===== config.mk =====
export PLATFORM = sky130hd
export DESIGN_NAME = generador_datos_flat
export DESIGN_NICKNAME = d
export VERILOG_FILES = /design/src/rtl/generador_datos_if.sv /design/src/rtl/generador_datos.sv /design/src/flat_wrapper.sv
export SDC_FILE = /design/constraint.sdc
export NUM_CORES = 1
export LEC_CHECK = 0
export BUFFER_PORTS_ARGS = -buffer_cell sky130_fd_sc_hd__buf_2
export CORE_MARGIN = 2
export CORE_UTILIZATION = 45
export DETAILED_ROUTE_END_ITERATION = 10
export GPL_ROUTABILITY_DRIVEN = 0
export PLACE_DENSITY = 0.74
export SLEW_MARGIN = 25
export SYNTH_ARGS = -nofsm -noshare
export SYNTH_HDL_FRONTEND = slang
export SYNTH_SLANG_ARGS = --single-unit

===== constraint.sdc =====
create_clock -name clk -period 3.41 [get_ports clk]
set_input_delay 0.8525 -clock clk [delete_from_list [all_inputs] [get_ports clk]]
set_output_delay 0.8525 -clock clk [all_outputs]
set_load 0.02 [all_outputs]

===== src/rtl/generador_datos_if.sv =====
// generador_datos_if: per-lane word/valid/ready bundle of the four-lane word source.
//   data_out_0..3 : lane words {lane_id, seq}    (master -> slave)
//   valid_0..3    : lane word valid              (master -> slave)
//   ready_0..3    : lane sink ready              (slave -> master)
interface generador_datos_if #(
  parameter int unsigned DATA_W = 10
);
  logic [DATA_W-1:0] data_out_0;
  logic [DATA_W-1:0] data_out_1;
  logic [DATA_W-1:0] data_out_2;
  logic [DATA_W-1:0] data_out_3;
  logic              valid_0;
  logic              valid_1;
  logic              valid_2;
  logic              valid_3;
  logic              ready_0;
  logic              ready_1;
  logic              ready_2;
  logic              ready_3;

  modport master (
    output data_out_0, data_out_1, data_out_2, data_out_3,
    output valid_0, valid_1, valid_2, valid_3,
    input  ready_0, ready_1, ready_2, ready_3
  );

  modport slave (
    input  data_out_0, data_out_1, data_out_2, data_out_3,
    input  valid_0, valid_1, valid_2, valid_3,
    output ready_0, ready_1, ready_2, ready_3
  );
endinterface


===== src/rtl/generador_datos.sv =====
// generador_datos: four-lane word source. On start it emits num_words words per lane
// ({lane_id, seq}, seq counting up from seed) under per-lane valid/ready, counts accepted
// words per lane, then parks in DONE until start falls.
//   clk, rst      : clock, synchronous active-high reset
//   i_start       : level run request, sampled in IDLE only
//   i_num_words   : words per lane, latched in LOAD
//   i_seed        : first sequence value, latched in LOAD
//   io_lanes      : per-lane data_out/valid (out) and ready (in)
//   o_sent_0..3   : accepted-word count per lane
//   o_estado      : state code IDLE=0 LOAD=1 SEND=2 DONE=4 (feeds the receive-side counter)
//   o_busy/o_done : high in LOAD/SEND, high in DONE
//   o_error       : stall-timeout abort flag
// Optional feature: define GENERADOR_TIMEOUT_EN to abort a run when any lane stalls
// 15 consecutive cycles; otherwise SEND waits forever and o_error is tied low.
module generador_datos #(
  parameter int unsigned SEED_W = 8,
  parameter int unsigned CNT_W  = 5
) (
  input  logic                  clk,
  input  logic                  rst,
  input  logic                  i_start,
  input  logic [CNT_W-1:0]      i_num_words,
  input  logic [SEED_W-1:0]     i_seed,
  generador_datos_if.master     io_lanes,
  output logic [CNT_W-1:0]      o_sent_0,
  output logic [CNT_W-1:0]      o_sent_1,
  output logic [CNT_W-1:0]      o_sent_2,
  output logic [CNT_W-1:0]      o_sent_3,
  output logic [3:0]            o_estado,
  output logic                  o_busy,
  output logic                  o_done,
  output logic                  o_error
);

  typedef enum logic [3:0] {
    StIdle = 4'd0,
    StLoad = 4'd1,
    StSend = 4'd2,
    StDone = 4'd4
  } state_e;

  state_e              r_state, w_state_d;
  logic                r_busy, r_done;
  logic [CNT_W-1:0]    r_num;
  logic [3:0]          r_valid;
  logic [SEED_W-1:0]   r_seq   [4];
  logic [CNT_W-1:0]    r_sent  [4];
  logic [SEED_W+1:0]   r_data  [4];
  logic [3:0]          w_ready, w_xfer;
  logic                w_all_done, w_timeout;

  assign w_ready    = {io_lanes.ready_3, io_lanes.ready_2, io_lanes.ready_1, io_lanes.ready_0};
  assign w_xfer     = r_valid & w_ready;
  // valid only ever drops on a lane's final transfer (or abort), so in SEND it marks completion
  assign w_all_done = ~|r_valid;

`ifdef GENERADOR_TIMEOUT_EN
  logic [3:0] r_stall [4];
  logic       r_error;

  always_ff @(posedge clk) begin
    for (int k = 0; k < 4; k++) begin
      if (rst || (r_state != StSend)) begin
        r_stall[k] <= '0;
      end else if (r_valid[k] && !w_ready[k]) begin
        r_stall[k] <= r_stall[k] + 4'd1;
      end else begin
        r_stall[k] <= '0;
      end
    end
  end

  always_comb begin
    w_timeout = 1'b0;
    for (int k = 0; k < 4; k++) begin
      if (r_stall[k] == 4'd15) w_timeout = 1'b1;
    end
  end

  always_ff @(posedge clk) begin
    if (rst) begin
      r_error <= 1'b0;
    end else if (r_state == StLoad) begin
      r_error <= 1'b0;
    end else if ((r_state == StSend) && w_timeout) begin
      r_error <= 1'b1;
    end
  end

  assign o_error = r_error;
`else
  assign w_timeout = 1'b0;
  assign o_error   = 1'b0;
`endif

  // State register plus registered status outputs.
  always_ff @(posedge clk) begin
    if (rst) begin
      r_state <= StIdle;
      r_busy  <= 1'b0;
      r_done  <= 1'b0;
    end else begin
      r_state <= w_state_d;
      r_busy  <= (w_state_d == StLoad) || (w_state_d == StSend);
      r_done  <= (w_state_d == StDone);
    end
  end

  always_comb begin
    w_state_d = r_state;
    case (r_state)
      StIdle:  if (i_start) w_state_d = StLoad;
      StLoad:  w_state_d = (i_num_words == '0) ? StDone : StSend;
      StSend:  if (w_timeout || w_all_done) w_state_d = StDone;
      StDone:  if (!i_start) w_state_d = StIdle;
      default: w_state_d = StIdle;
    endcase
  end

  // Lane datapath.
  always_ff @(posedge clk) begin
    if (rst) begin
      r_num   <= '0;
      r_valid <= '0;
      for (int k = 0; k < 4; k++) begin
        r_seq[k]  <= '0;
        r_sent[k] <= '0;
        r_data[k] <= '0;
      end
    end else begin
      case (r_state)
        StLoad: begin
          r_num <= i_num_words;
          for (int k = 0; k < 4; k++) begin
            r_sent[k] <= '0;
            r_seq[k]  <= i_seed;
            if (i_num_words != '0) begin
              r_valid[k] <= 1'b1;
              r_data[k]  <= {2'(k), i_seed};
            end
          end
        end
        StSend: begin
          for (int k = 0; k < 4; k++) begin
            if (w_xfer[k]) begin
              r_sent[k] <= r_sent[k] + 1'b1;
              r_seq[k]  <= r_seq[k] + 1'b1;
              // last word stays on data_out after acceptance
              if ((r_sent[k] + 1'b1) == r_num) begin
                r_valid[k] <= 1'b0;
              end else begin
                r_data[k] <= {2'(k), SEED_W'(r_seq[k] + 1'b1)};
              end
            end
          end
          // abort overrides; transfers completing on this edge are still counted
          if (w_timeout) r_valid <= '0;
        end
        default: r_valid <= '0;
      endcase
    end
  end

  assign io_lanes.valid_0    = r_valid[0];
  assign io_lanes.valid_1    = r_valid[1];
  assign io_lanes.valid_2    = r_valid[2];
  assign io_lanes.valid_3    = r_valid[3];
  assign io_lanes.data_out_0 = r_data[0];
  assign io_lanes.data_out_1 = r_data[1];
  assign io_lanes.data_out_2 = r_data[2];
  assign io_lanes.data_out_3 = r_data[3];
  assign o_sent_0            = r_sent[0];
  assign o_sent_1            = r_sent[1];
  assign o_sent_2            = r_sent[2];
  assign o_sent_3            = r_sent[3];
  assign o_estado            = r_state;
  assign o_busy              = r_busy;
  assign o_done              = r_done;

endmodule


===== src/flat_wrapper.sv =====
// flat-port wrapper written by rule: the top's interface ports become plain ports
module generador_datos_flat 
#(
  parameter int unsigned SEED_W = 8,
  parameter int unsigned CNT_W  = 5
)
  (clk, rst, i_start, i_num_words, i_seed, o_sent_0, o_sent_1, o_sent_2, o_sent_3, o_estado, o_busy, o_done, o_error, io_lanes_data_out_0, io_lanes_data_out_1, io_lanes_data_out_2, io_lanes_data_out_3, io_lanes_valid_0, io_lanes_valid_1, io_lanes_valid_2, io_lanes_valid_3, io_lanes_ready_0, io_lanes_ready_1, io_lanes_ready_2, io_lanes_ready_3);
  generador_datos_if io_lanes_i ();
  input  logic clk;
  input  logic rst;
  input  logic i_start;
  input  logic [CNT_W-1:0] i_num_words;
  input  logic [SEED_W-1:0] i_seed;
  output logic [CNT_W-1:0] o_sent_0;
  output logic [CNT_W-1:0] o_sent_1;
  output logic [CNT_W-1:0] o_sent_2;
  output logic [CNT_W-1:0] o_sent_3;
  output logic [3:0] o_estado;
  output logic o_busy;
  output logic o_done;
  output logic o_error;
  output wire logic [$bits(io_lanes_i.data_out_0)-1:0] io_lanes_data_out_0;
  output wire logic [$bits(io_lanes_i.data_out_1)-1:0] io_lanes_data_out_1;
  output wire logic [$bits(io_lanes_i.data_out_2)-1:0] io_lanes_data_out_2;
  output wire logic [$bits(io_lanes_i.data_out_3)-1:0] io_lanes_data_out_3;
  output wire logic [$bits(io_lanes_i.valid_0)-1:0] io_lanes_valid_0;
  output wire logic [$bits(io_lanes_i.valid_1)-1:0] io_lanes_valid_1;
  output wire logic [$bits(io_lanes_i.valid_2)-1:0] io_lanes_valid_2;
  output wire logic [$bits(io_lanes_i.valid_3)-1:0] io_lanes_valid_3;
  input wire logic [$bits(io_lanes_i.ready_0)-1:0] io_lanes_ready_0;
  input wire logic [$bits(io_lanes_i.ready_1)-1:0] io_lanes_ready_1;
  input wire logic [$bits(io_lanes_i.ready_2)-1:0] io_lanes_ready_2;
  input wire logic [$bits(io_lanes_i.ready_3)-1:0] io_lanes_ready_3;
  assign io_lanes_data_out_0 = io_lanes_i.data_out_0;
  assign io_lanes_data_out_1 = io_lanes_i.data_out_1;
  assign io_lanes_data_out_2 = io_lanes_i.data_out_2;
  assign io_lanes_data_out_3 = io_lanes_i.data_out_3;
  assign io_lanes_valid_0 = io_lanes_i.valid_0;
  assign io_lanes_valid_1 = io_lanes_i.valid_1;
  assign io_lanes_valid_2 = io_lanes_i.valid_2;
  assign io_lanes_valid_3 = io_lanes_i.valid_3;
  assign io_lanes_i.ready_0 = io_lanes_ready_0;
  assign io_lanes_i.ready_1 = io_lanes_ready_1;
  assign io_lanes_i.ready_2 = io_lanes_ready_2;
  assign io_lanes_i.ready_3 = io_lanes_ready_3;
  generador_datos #(.SEED_W(SEED_W), .CNT_W(CNT_W)) u_core (.clk(clk), .rst(rst), .i_start(i_start), .i_num_words(i_num_words), .i_seed(i_seed), .io_lanes(io_lanes_i), .o_sent_0(o_sent_0), .o_sent_1(o_sent_1), .o_sent_2(o_sent_2), .o_sent_3(o_sent_3), .o_estado(o_estado), .o_busy(o_busy), .o_done(o_done), .o_error(o_error));
endmodule

==> results_dict.tcl <==
set metrics [dict create \
    maxCapViolations 0 \
    syn_inst 494 \
    clkTransAtPathRegs_ns 0.07 \
    synth-async-reset-ratio_pct 0 \
    crit_arrival_ns 2.85 \
    worst_setup_path_end_kind "register" \
    final_area_mm2 0.00593 \
    cp-start-kind "register" \
    ys_warn_count 0 \
    post-route-util_pct 52.6 \
    reg2reg_to "u_core.r_data[1][1]$_SDFFCE_PP0P_" \
    r2r_start "u_core.o_estado[3]$_SDFF_PP0_" \
    hold_viol_final 0 \
    cts_tree "done" \
    wl_mm 11.8 \
    period_share_pct 82.9 \
    core_area_mm2 0.0113 \
    post_cts_buffers 0 \
    cts_root_buf "clkbuf_16" \
    hold_class "reg2reg" \
    critPathMaxStageDelay_ns 0.71 \
    cp_max_fo 10 \
    setup_violations 0 \
    status "finished clean" \
    cts_resized 0 \
    grt_usage_pct 19.1 \
    crit_path_start "u_core.o_estado[3]$_SDFF_PP0_" \
    cp.required_ns 3.43 \
    critPathBufInv 0 \
    row_count 39 \
    diodes 0 \
    num_vias 3934 \
    drt_pre_antenna_iters 4 \
    combPwrFrac_pct 8.2 \
    synth_top_area_share_pct 46.6 \
    crit_end "u_core.r_data[1][1]$_SDFFCE_PP0P_" \
    placement.cell_area_mm2 0.00565 \
    powerDensity_mw_per_mm2 443 \
    synth-main-ff-cell "edfxtp_1" \
    die_h_um 111 \
    synth_edf_count 80 \
    grt_max_degree 22 \
    antenna_left 0 \
    clock_sinks 102 \
    ff2ff_path_depth 6 \
    p_int_w 0.00200 \
    slew_headroom_pct 41.9 \
    die_w_um 111 \
    worstPathCellList "nor3_1, and2_1, nand2b_1, a21oi_1, nor2_1, nand2_1" \
    p_sw_share_pct 23.9 \
    clk_latency_ns 0.35 \
    initial_utilization_pct 45.7 \
    synth-seq-cells 102 \
    reg2reg_slack_ns 0.58 \
    yosysSeqAreaShare_pct 55.2 \
    p_sw_w 0.000627 \
    drive_above_1_share_pct 19.6 \
    avgSynthCellArea_um2 10.4 \
    fin_setup_tns_ns 0 \
    yosysTopAreaCell "edfxtp_1" \
    die_area_mm2 0.0123 \
    fmax_ghz 0.354 \
    dp_hpwl_mm 8.70 \
    whs_ns 0.521 \
    syn_area_mm2 0.00515 \
    grt_pass1_wl_mm 18.6 \
    ios 91 \
    seqPwrFrac_pct 54.3 \
    synth.distinct_cells 47 \
    fin_crit_ns 2.83 \
    clockPowerShare_pct 37.5 \
    drt_iter0_markers 278 \
    ys_top_cells_by_area "edfxtp_1 (47%), dfxtp_1 (8.6%), nand2_1 (5.5%)" \
    fillerInstances 967 \
    cp.depth 6 \
    slew_viol_final 0 \
    rsz0062_at_grt "no" \
    slowest_stage "a21oi_1" \
    skew_ns 0.00779 \
    drt-vias-per-instance 5.46 \
    power.leakage_nw 2.40 \
    cts_buffers 9 \
    nNetsFinal 600 \
    antenna_found_initial 0 \
    worst_slew_pin_slew_ns 0.872 \
    grt_pass1_vias 3699 \
    clock_tree.buffer_depth 2 \
    peakVddDrop_uv 194 \
    wl_per_cell_um 16.4 \
    cts_hold_buf 0 \
    cts-htree-levels 3 \
    io_buffers 85 \
    area.growth.synth_to_final_pct 15.2 \
    globalRouteOverflowTotal 0 \
    path_class "reg2reg" \
    crit_family "simple AND/OR/NAND/NOR gates" \
    route.detailed.drc 0 \
]
## metrics by stage
| stage | total power [W] | setup WS, ns | cells |
|---|---|---|---|
| after global routing | 0.00271 | 0.289 | 720 |
| after global placement | 0.00166 | 0.611 | 704 |
| after CTS | 0.00264 | 0.610 | 720 |
| after floorplan | 0.00159 | 0.841 | 499 |
| final | 0.00262 | 0.582 | 720 |
| after detailed placement | 0.00167 | 0.482 | 704 |
## how the worst min path moves through the flow
stage / slack, ns / depth (start not counted) / endpoint / startpoint
after floorplan: 0.54 / 2 / u_core.r_data[2][9]$_SDFFE_PP1P_ / u_core.r_data[2][9]$_SDFFE_PP1P_
after global placement: 0.47 / 2 / u_core.r_data[2][9]$_SDFFE_PP1P_ / u_core.r_data[2][9]$_SDFFE_PP1P_
after detailed placement: 0.50 / 2 / u_core.r_data[2][9]$_SDFFE_PP1P_ / u_core.r_data[2][9]$_SDFFE_PP1P_
after CTS: 0.51 / 2 / u_core.r_data[2][9]$_SDFFE_PP1P_ / u_core.r_data[2][9]$_SDFFE_PP1P_
after global routing: 0.53 / 2 / u_core.r_data[2][9]$_SDFFE_PP1P_ / u_core.r_data[2][9]$_SDFFE_PP1P_
final: 0.52 / 2 / u_core.r_data[2][9]$_SDFFE_PP1P_ / u_core.r_data[2][9]$_SDFFE_PP1P_
## flip-flops by register name (all words and copies together), names as in the netlist
signal,cells
u_core.o_estado,4
u_core.r_valid,4
u_core.o_done,1
u_core.r_num,5
u_core.r_seq,32
u_core.r_data,35
u_core.r_sent,20
u_core.o_busy,1
## final cells by class
cell class                      instances  area, µm²  area share, %
Sequential cell                       102       2840           47.9
Tap cell                              143        179           3.02
Inverter                                5       18.8          0.316
Clock buffer                           13        262           4.41
Multi-Input combinational cell        366       2160           36.5
Timing Repair Buffer                   88        448           7.55
Clock inverter                          3       17.5          0.295
## worst min-delay path: cells and delay by family (launching register included)
kind	cells	cell delay, ns
AOI/OAI and AO/OA	1	0.06
buffers and inverters	1	0.07
DFF	1	0.34
## placed cells by master (no fill, tap or decap), types with 3 or more instances in the layout
cell       Yosys  layout
a211oi_1       7       7
a21boi_1       3       3
a21oi_1       20      20
a31oi_1        5       5
and2_1         6       6
and3_1         7       7
buf_2          6      85
buf_4          6       3
clkbuf_1      12       3
clkbuf_16      0      10
conb_1         1       6
dfxtp_1       22      22
edfxtp_1      80      80
ha_1           8       8
inv_1          5       5
nand2_1       76      76
nand2b_1       4       4
nand3_1       37      37
nor2_1        48      48
nor3_1         3       3
o21ai_0       38      38
o2bb2ai_1      7       7
xnor2_1       31      31
xor2_1        31      31
## cells by family after synthesis
| family | Yosys count | synth area share, % |
|---|---|---|
| simple gates | 196 | 17.6 |
| other cells | 1 | 0.0728 |
| buf+inv | 31 | 3.13 |
| flops | 102 | 55.2 |
| mux | 1 | 0.194 |
| xor+xnor | 62 | 10.5 |
| compound gates | 93 | 11.3 |
| fa+ha+maj | 8 | 1.94 |
## power by group through the flow
| stage | Clock [W] | Sequential, W | Combinational [W] |
|---|---|---|---|
| after detailed placement | 0 | 0.00145 | 0.000214 |
| after floorplan | 0 | 0.00148 | 0.000108 |
| after CTS | 0.000997 | 0.00143 | 0.000216 |
| final | 0.000984 | 0.00143 | 0.000216 |
| after global placement | 0 | 0.00145 | 0.000211 |
| after global routing | 0.00105 | 0.00143 | 0.000234 |
## Yosys cell counts, types with 3 or more instances
cell / n
edfxtp_1: 80
nand2_1: 76
nor2_1: 48
o21ai_0: 38
nand3_1: 37
xnor2_1: 31
xor2_1: 31
dfxtp_1: 22
a21oi_1: 20
clkbuf_1: 12
ha_1: 8
a211oi_1: 7
and3_1: 7
o2bb2ai_1: 7
and2_1: 6
buf_2: 6
buf_4: 6
a31oi_1: 5
inv_1: 5
nand2b_1: 4
a21boi_1: 3
nor3_1: 3
## routing by layer
layer	wire [µm]	GRT usage, %	vias to the layer above
li1	-	-	1908
met1	5300	26.6	1851
met2	5440	29.6	153
met3	815	4.10	22
met4	250	7.33	0
met5	0	0	-
Note: power is estimated with default switching activity, not from simulation.
